<file path="src/rtl/clk_mon_pkg.sv">
// Shared types and helpers for the clock-monitor subsystem.
package clk_mon_pkg;

    typedef enum logic [2:0] {
        IDLE      = 3'd0,
        RESET     = 3'd1,
        WAIT_LOCK = 3'd2,
        SETTLE    = 3'd3,
        RUN       = 3'd4,
        FAULT     = 3'd5
    } sup_state_t;

    // Saturating increment on a 64-bit carrier; callers cast to their own width.
    // A coincident clear restarts the count at 1 so the triggering event is kept.
    function automatic logic [63:0] sat_inc(input logic [63:0] value,
                                            input logic [63:0] max,
                                            input logic        clear);
        logic [63:0] r;
        if (clear)
            r = 64'd1;
        else if (value >= max)
            r = max;
        else
            r = value + 64'd1;
        return r;
    endfunction

endpackage

</file>
<file path="src/rtl/mmcm_lock_supervisor_lock_sync.sv">
// Synchroniser for the asynchronous MMCM locked flag, plus falling-edge detect.
module lock_sync #(
    parameter int SYNC_STAGES = 2
) (
    input  logic clk_ref,
    input  logic reset,
    input  logic locked,
    output logic lk,
    output logic lk_fall
);

    logic [SYNC_STAGES-1:0] sync;
    logic                   lk_d;

    always_ff @(posedge clk_ref or negedge reset) begin
        if (!reset) begin
            sync <= '0;
            lk_d <= 1'b0;
        end else begin
            sync <= {sync[SYNC_STAGES-2:0], locked};
            lk_d <= sync[SYNC_STAGES-1];
        end
    end

    assign lk      = sync[SYNC_STAGES-1];
    assign lk_fall = lk_d & ~lk;

endmodule

</file>
<file path="src/rtl/mmcm_lock_supervisor.sv">
// Supervises one MMCM: reset sequencing, lock wait with bounded retries,
// settle qualification before datapath release, and lock-loss/timeout counters.
module mmcm_lock_supervisor
    import clk_mon_pkg::*;
#(
    parameter int SYNC_STAGES     = 2,
    parameter int RST_HOLD_CYCLES = 16,
    parameter int LOCK_TIMEOUT    = 100000,
    parameter int SETTLE_CYCLES   = 1024,
    parameter int MAX_RETRIES     = 8,
    parameter int CNT_W           = 32
) (
    input  logic             clk_ref,
    input  logic             reset,
    input  logic             locked,
    input  logic             enable,
    input  logic             force_reset,
    input  logic             clear_counts,
    output logic             mmcm_rst,
    output logic             dp_rst_n,
    output logic             fault,
    output logic [2:0]       state,
    output logic [CNT_W-1:0] unlocks,
    output logic [CNT_W-1:0] timeouts
);

    // state     | meaning
    // IDLE      | disabled, MMCM held in reset
    // RESET     | MMCM reset pulse, RST_HOLD_CYCLES long
    // WAIT_LOCK | waiting for lk, bounded by LOCK_TIMEOUT
    // SETTLE    | lk must stay high SETTLE_CYCLES before release
    // RUN       | datapath released
    // FAULT     | MAX_RETRIES consecutive timeouts; needs force_reset or enable=0

    localparam int TIMER_MAX_A = (RST_HOLD_CYCLES > LOCK_TIMEOUT) ? RST_HOLD_CYCLES : LOCK_TIMEOUT;
    localparam int TIMER_MAX   = (TIMER_MAX_A > SETTLE_CYCLES) ? TIMER_MAX_A : SETTLE_CYCLES;
    localparam int TIMER_W     = (TIMER_MAX > 1) ? $clog2(TIMER_MAX) : 1;
    localparam int RETRY_W     = (MAX_RETRIES > 1) ? $clog2(MAX_RETRIES) : 1;

    localparam logic [TIMER_W-1:0] RST_LAST    = TIMER_W'(RST_HOLD_CYCLES - 1);
    localparam logic [TIMER_W-1:0] TO_LAST     = TIMER_W'(LOCK_TIMEOUT - 1);
    localparam logic [TIMER_W-1:0] SETTLE_LAST = TIMER_W'(SETTLE_CYCLES - 1);
    localparam logic [RETRY_W-1:0] RETRY_LAST  = RETRY_W'(MAX_RETRIES - 1);
    localparam logic [63:0]        CNT_MAX     = 64'({CNT_W{1'b1}});

    sup_state_t         cur;
    sup_state_t         nxt;
    logic [TIMER_W-1:0] timer;
    logic [RETRY_W-1:0] retry;
    logic               timer_clr;
    logic               retry_clr;
    logic               retry_inc;
    logic               timeout_evt;
    logic               unlock_evt;
    logic               lk;
    logic               lk_fall;
    logic [CNT_W-1:0]   unlocks_inc;
    logic [CNT_W-1:0]   timeouts_inc;

    lock_sync #(
        .SYNC_STAGES (SYNC_STAGES)
    ) u_lock_sync (
        .clk_ref (clk_ref),
        .reset   (reset),
        .locked  (locked),
        .lk      (lk),
        .lk_fall (lk_fall)
    );

    always_comb begin
        nxt         = cur;
        timer_clr   = 1'b0;
        retry_clr   = 1'b0;
        retry_inc   = 1'b0;
        timeout_evt = 1'b0;
        if (!enable) begin
            nxt       = IDLE;
            retry_clr = 1'b1;
        end else if (force_reset && cur != IDLE) begin
            nxt       = RESET;
            timer_clr = 1'b1;
            retry_clr = 1'b1;
        end else begin
            case (cur)
                IDLE:      nxt = RESET;
                RESET:     if (timer == RST_LAST) nxt = WAIT_LOCK;
                WAIT_LOCK: begin
                    if (lk) begin
                        nxt = SETTLE;
                    end else if (timer == TO_LAST) begin
                        timeout_evt = 1'b1;
                        if (retry == RETRY_LAST) begin
                            nxt = FAULT;
                        end else begin
                            nxt       = RESET;
                            retry_inc = 1'b1;
                        end
                    end
                end
                SETTLE: begin
                    // a dropout restarts the lock wait without counting as a loss
                    if (!lk) begin
                        nxt = WAIT_LOCK;
                    end else if (timer == SETTLE_LAST) begin
                        nxt       = RUN;
                        retry_clr = 1'b1;
                    end
                end
                RUN:       if (lk_fall) nxt = RESET;
                FAULT:     nxt = FAULT;
                default:   nxt = IDLE;
            endcase
        end
    end

    // Outputs are registered from the next state so they change on the transition edge.
    always_ff @(posedge clk_ref or negedge reset) begin
        if (!reset) begin
            cur      <= IDLE;
            timer    <= '0;
            retry    <= '0;
            mmcm_rst <= 1'b1;
            dp_rst_n <= 1'b0;
            fault    <= 1'b0;
        end else begin
            cur <= nxt;
            if (timer_clr || nxt != cur)
                timer <= '0;
            else if (cur inside {RESET, WAIT_LOCK, SETTLE})
                timer <= timer + 1'b1;
            if (retry_clr)
                retry <= '0;
            else if (retry_inc)
                retry <= retry + 1'b1;
            mmcm_rst <= (nxt == IDLE) || (nxt == RESET) || (nxt == FAULT);
            dp_rst_n <= (nxt == RUN);
            fault    <= (nxt == FAULT);
        end
    end

    assign unlock_evt   = (cur == RUN) && lk_fall;
    assign unlocks_inc  = CNT_W'(sat_inc(64'(unlocks), CNT_MAX, clear_counts));
    assign timeouts_inc = CNT_W'(sat_inc(64'(timeouts), CNT_MAX, clear_counts));

    always_ff @(posedge clk_ref or negedge reset) begin
        if (!reset) begin
            unlocks  <= '0;
            timeouts <= '0;
        end else begin
            if (unlock_evt)
                unlocks <= unlocks_inc;
            else if (clear_counts)
                unlocks <= '0;
            if (timeout_evt)
                timeouts <= timeouts_inc;
            else if (clear_counts)
                timeouts <= '0;
        end
    end

    assign state = cur;

endmodule

</file>
<file path="config.mk">
export PLATFORM = sky130hd
export DESIGN_NAME = mmcm_lock_supervisor
export DESIGN_NICKNAME = d
export VERILOG_FILES = /design/src/rtl/clk_mon_pkg.sv /design/src/rtl/mmcm_lock_supervisor_lock_sync.sv /design/src/rtl/mmcm_lock_supervisor.sv
export SDC_FILE = /design/constraint.sdc
export NUM_CORES = 1
export LEC_CHECK = 0
export CORE_MARGIN = 2
export CORE_UTILIZATION = 55
export CTS_BUF_LIST = sky130_fd_sc_hd__clkbuf_16
export CTS_CLUSTER_DIAMETER = 60
export CTS_CLUSTER_SIZE = 20
export DETAILED_ROUTE_END_ITERATION = 10
export HOLD_SLACK_MARGIN = 0.02
export PLACE_DENSITY = 0.83
export SYNTH_ARGS = -nofsm -noshare
export SYNTH_HDL_FRONTEND = slang
export SYNTH_SLANG_ARGS = --single-unit
</file>
<file path="constraint.sdc">
create_clock -name clk_ref -period 3.2 [get_ports clk_ref]
set_clock_uncertainty 0.15 [all_clocks]
set_input_delay 0.64 -clock clk_ref [delete_from_list [all_inputs] [get_ports clk_ref]]
set_output_delay 0.64 -clock clk_ref [all_outputs]
set_load 0.005 [all_outputs]
</file>
==> flow_summary.toml <==
[timing]
worst_pin_slew_ns = 0.711
max_slew_margin_pct = 52.6
timing.hold.ws_ns = 0.138
hold_viol_final = 0
setup_violations = 0
finalMaxSlewViolations = 0
fin_crit_sh_pct = 85.2
period_minus_slack_ns = 2.73
setup-tns-final_ns = 0
rsz0062_at_grt = "false"
fmax_ghz = 0.367

[global_routing]
grt_max_degree = 52
grtUsageMet3_pct = 4.53
grt.busiest_layer = "met2"
track_usage_pct = 27.1
met1_usage_pct = 35.5
antenna_found_initial = 0
grt_overflow = 0
grt_pass1_wl_um = 24100
grt_use_met2_pct = 44.7
grt_pass1_vias = 5037

[synth]
synth_flop_cell = "dfrtp_1"
avgSynthCellArea_um2 = 8.88
syn_inst = 614
yosys_warnings = 0
synthArstFlopShare_pct = 100
syn_nets = 625
synthesis.area_mm2 = 0.00546
synth_seq_area_share_pct = 42.7
synth_edf_count = 0
ys_ff_latch = 93
synth_cell_types = 55

[worst_setup_path]
critPathTopFamily = "simple AND/OR/NAND/NOR gates"
arrival_ns = 2.78
path_class = "flop to flop"
crit_top_cell = "or4_1"
cp_max_fo = 9
slowest_delay_ns = 0.60
cp_slowest_cell = "or4_1"
cp-end-kind = "flop"
path_buf_inv = 0
start_kind = "flop"
crit_path_cell_trace = "or4_1, or4_1, a21oi_1, or4_1, nor2_1"
required_ns = 3.25

[clock_tree]
clk_latency_ns = 0.35
cts_setup_buffers = 0
clockBufferDepth = 2
numCtsBuffers = 9
cts.sinks = 93
clk_pin_slew_ns = 0.06
cts_root_buf = "clkbuf_16"
cts_tree = "done"
htreeDepth = 3
cts_resized = 0
postCtsHoldBufs = 0

[min_path]
hold_class = "input port to asynchronous set/reset pin"

[final_layout]
final_layout_size_suffix_gt1_share_pct = 7.89
final_common_cell = "dfrtp_1"
final_nets = 690
postLayoutCoreUtil_pct = 68.2
final_cell_mix = "92 x dfrtp_1, 73 x clkdlybuf4s50_1, 69 x nor2_1"
final_area_mm2 = 0.00661
area_growth_pct = 21.1
diodes = 0

[power]
ir_drop_uv = 270
power_mw = 2.32
p_int_mw = 1.80
swShare_pct = 22.3
p_per_area_mw_per_mm2 = 351
clkPwrFrac_pct = 44.7
switchingPower_mw = 0.517
share_comb_of_total_power_pct = 3.9
total_leakage_power_nw = 2.64
seqPwrFrac_pct = 51.4

[job]
max-cap-violations = 0

[place]
io_buffers = 75
gp_congestion = 0.889
dp_hpwl_um = 9830
dpl_cell_area_mm2 = 0.00632

[outcome]
status = "finished, final reports clean"

[die]
io_pins = 76
rows = 36
core-area_mm2 = 0.00968
dieArea_mm2 = 0.0107
chipHeight_um = 104
initial_utilization_pct = 56.3
die_w_um = 104

[detailed_routing]
wirelength_um = 14200
avgViaCountPerCell = 6.34
num_vias = 5181
drt_pass1_iterations = 6
drcViolationCount = 0
drtIter0Drc = 285
routedWlPerCell_um = 17.3
drtAntennaViolNets = 0
routing by layer:
| metal | part of all wire (%) | wire (µm) |
|---|---|---|
| met3 | 5.2 | 736 |
| met2 | 49 | 7010 |
| met5 | 0 | 0 |
| met1 | 43 | 6080 |
| met4 | 2.4 | 338 |
logic make-up after synthesis:
kind of cell,share of synthesized area (%)
muxes,1.28
DFF,42.7
buffers and inverters,4.15
xor gates and xnor gates,2.73
and+or+nand+nor,31.9
adders and majority gates,1.15
AOI/OAI and AO/OA,16.1
final timing paths:
check	startpoint	endpoint	slack [ns]	depth (start not counted)
setup / recovery	timer[11]$_DFFE_PN0P_	timer[5]$_DFFE_PN0P_	0.47	5
hold / removal	reset	timeouts[7]$_DFFE_PN0P_	0.14	1
setup reg to reg	timer[11]$_DFFE_PN0P_	timer[5]$_DFFE_PN0P_	0.47	5
hold reg to reg	u_lock_sync.sync[0]$_DFF_PN0_	u_lock_sync.sync[1]$_DFF_PN0_	0.20	0
max in group asynchronous	reset	unlocks[31]$_DFFE_PN0P_	2.09	2
min in group clk_ref	u_lock_sync.sync[0]$_DFF_PN0_	u_lock_sync.sync[1]$_DFF_PN0_	0.20	0
registers in the layout, indices dropped and copies added (netlist names):
register          cells
dp_rst_n              1
fault                 1
mmcm_rst              1
retry                 3
state                 3
timeouts             32
timer                17
u_lock_sync.lk_d      1
u_lock_sync.sync      2
unlocks              32
through the flow:
step,instances,setup slack (ns)
2_1_floorplan,614,0.718
3_3_place_gp,801,0.301
3_5_place_dp,801,0.246
4_1_cts,817,0.500
5_1_grt,817,0.297
6_report,817,0.474
power by group through the flow:
stage / clock, mW / sequential, mW / combinational [mW]
after floorplan: 0 / 1.21 / 0.0440
after global placement: 0 / 1.21 / 0.0890
after detailed placement: 0 / 1.21 / 0.0922
after CTS: 1.05 / 1.19 / 0.0923
after global routing: 1.10 / 1.19 / 0.104
final: 1.04 / 1.19 / 0.0910
cell type report:
cell class	instances	area, µm²
Clock buffer	9	225
Clock inverter	7	57.6
Fill cell	801	3080
Inverter	12	45.0
Multi-Input combinational cell	471	2900
Sequential cell	93	2330
Tap cell	133	166
Timing Repair Buffer	92	883
cells in the mapped netlist (all sizes together), types with 11 or more instances:
master | instances | area (µm²)
nand3 | 45 | 250
and4 | 13 | 114
o21ai | 19 | 95.1
a31oi | 12 | 75.1
nand2 | 47 | 176
and2 | 11 | 68.8
a211oi | 23 | 173
nor2 | 72 | 283
nor3 | 32 | 175
dfrtp | 92 | 2300
clkbuf | 23 | 87.6
xor2 | 13 | 114
and3 | 24 | 150
nand4 | 18 | 128
a311oi | 16 | 153
buf | 15 | 93.8
inv | 12 | 45.0
or4 | 14 | 105
a21oi | 48 | 248
nor4 | 17 | 181
Note: power is estimated with default switching activity, not from simulation.
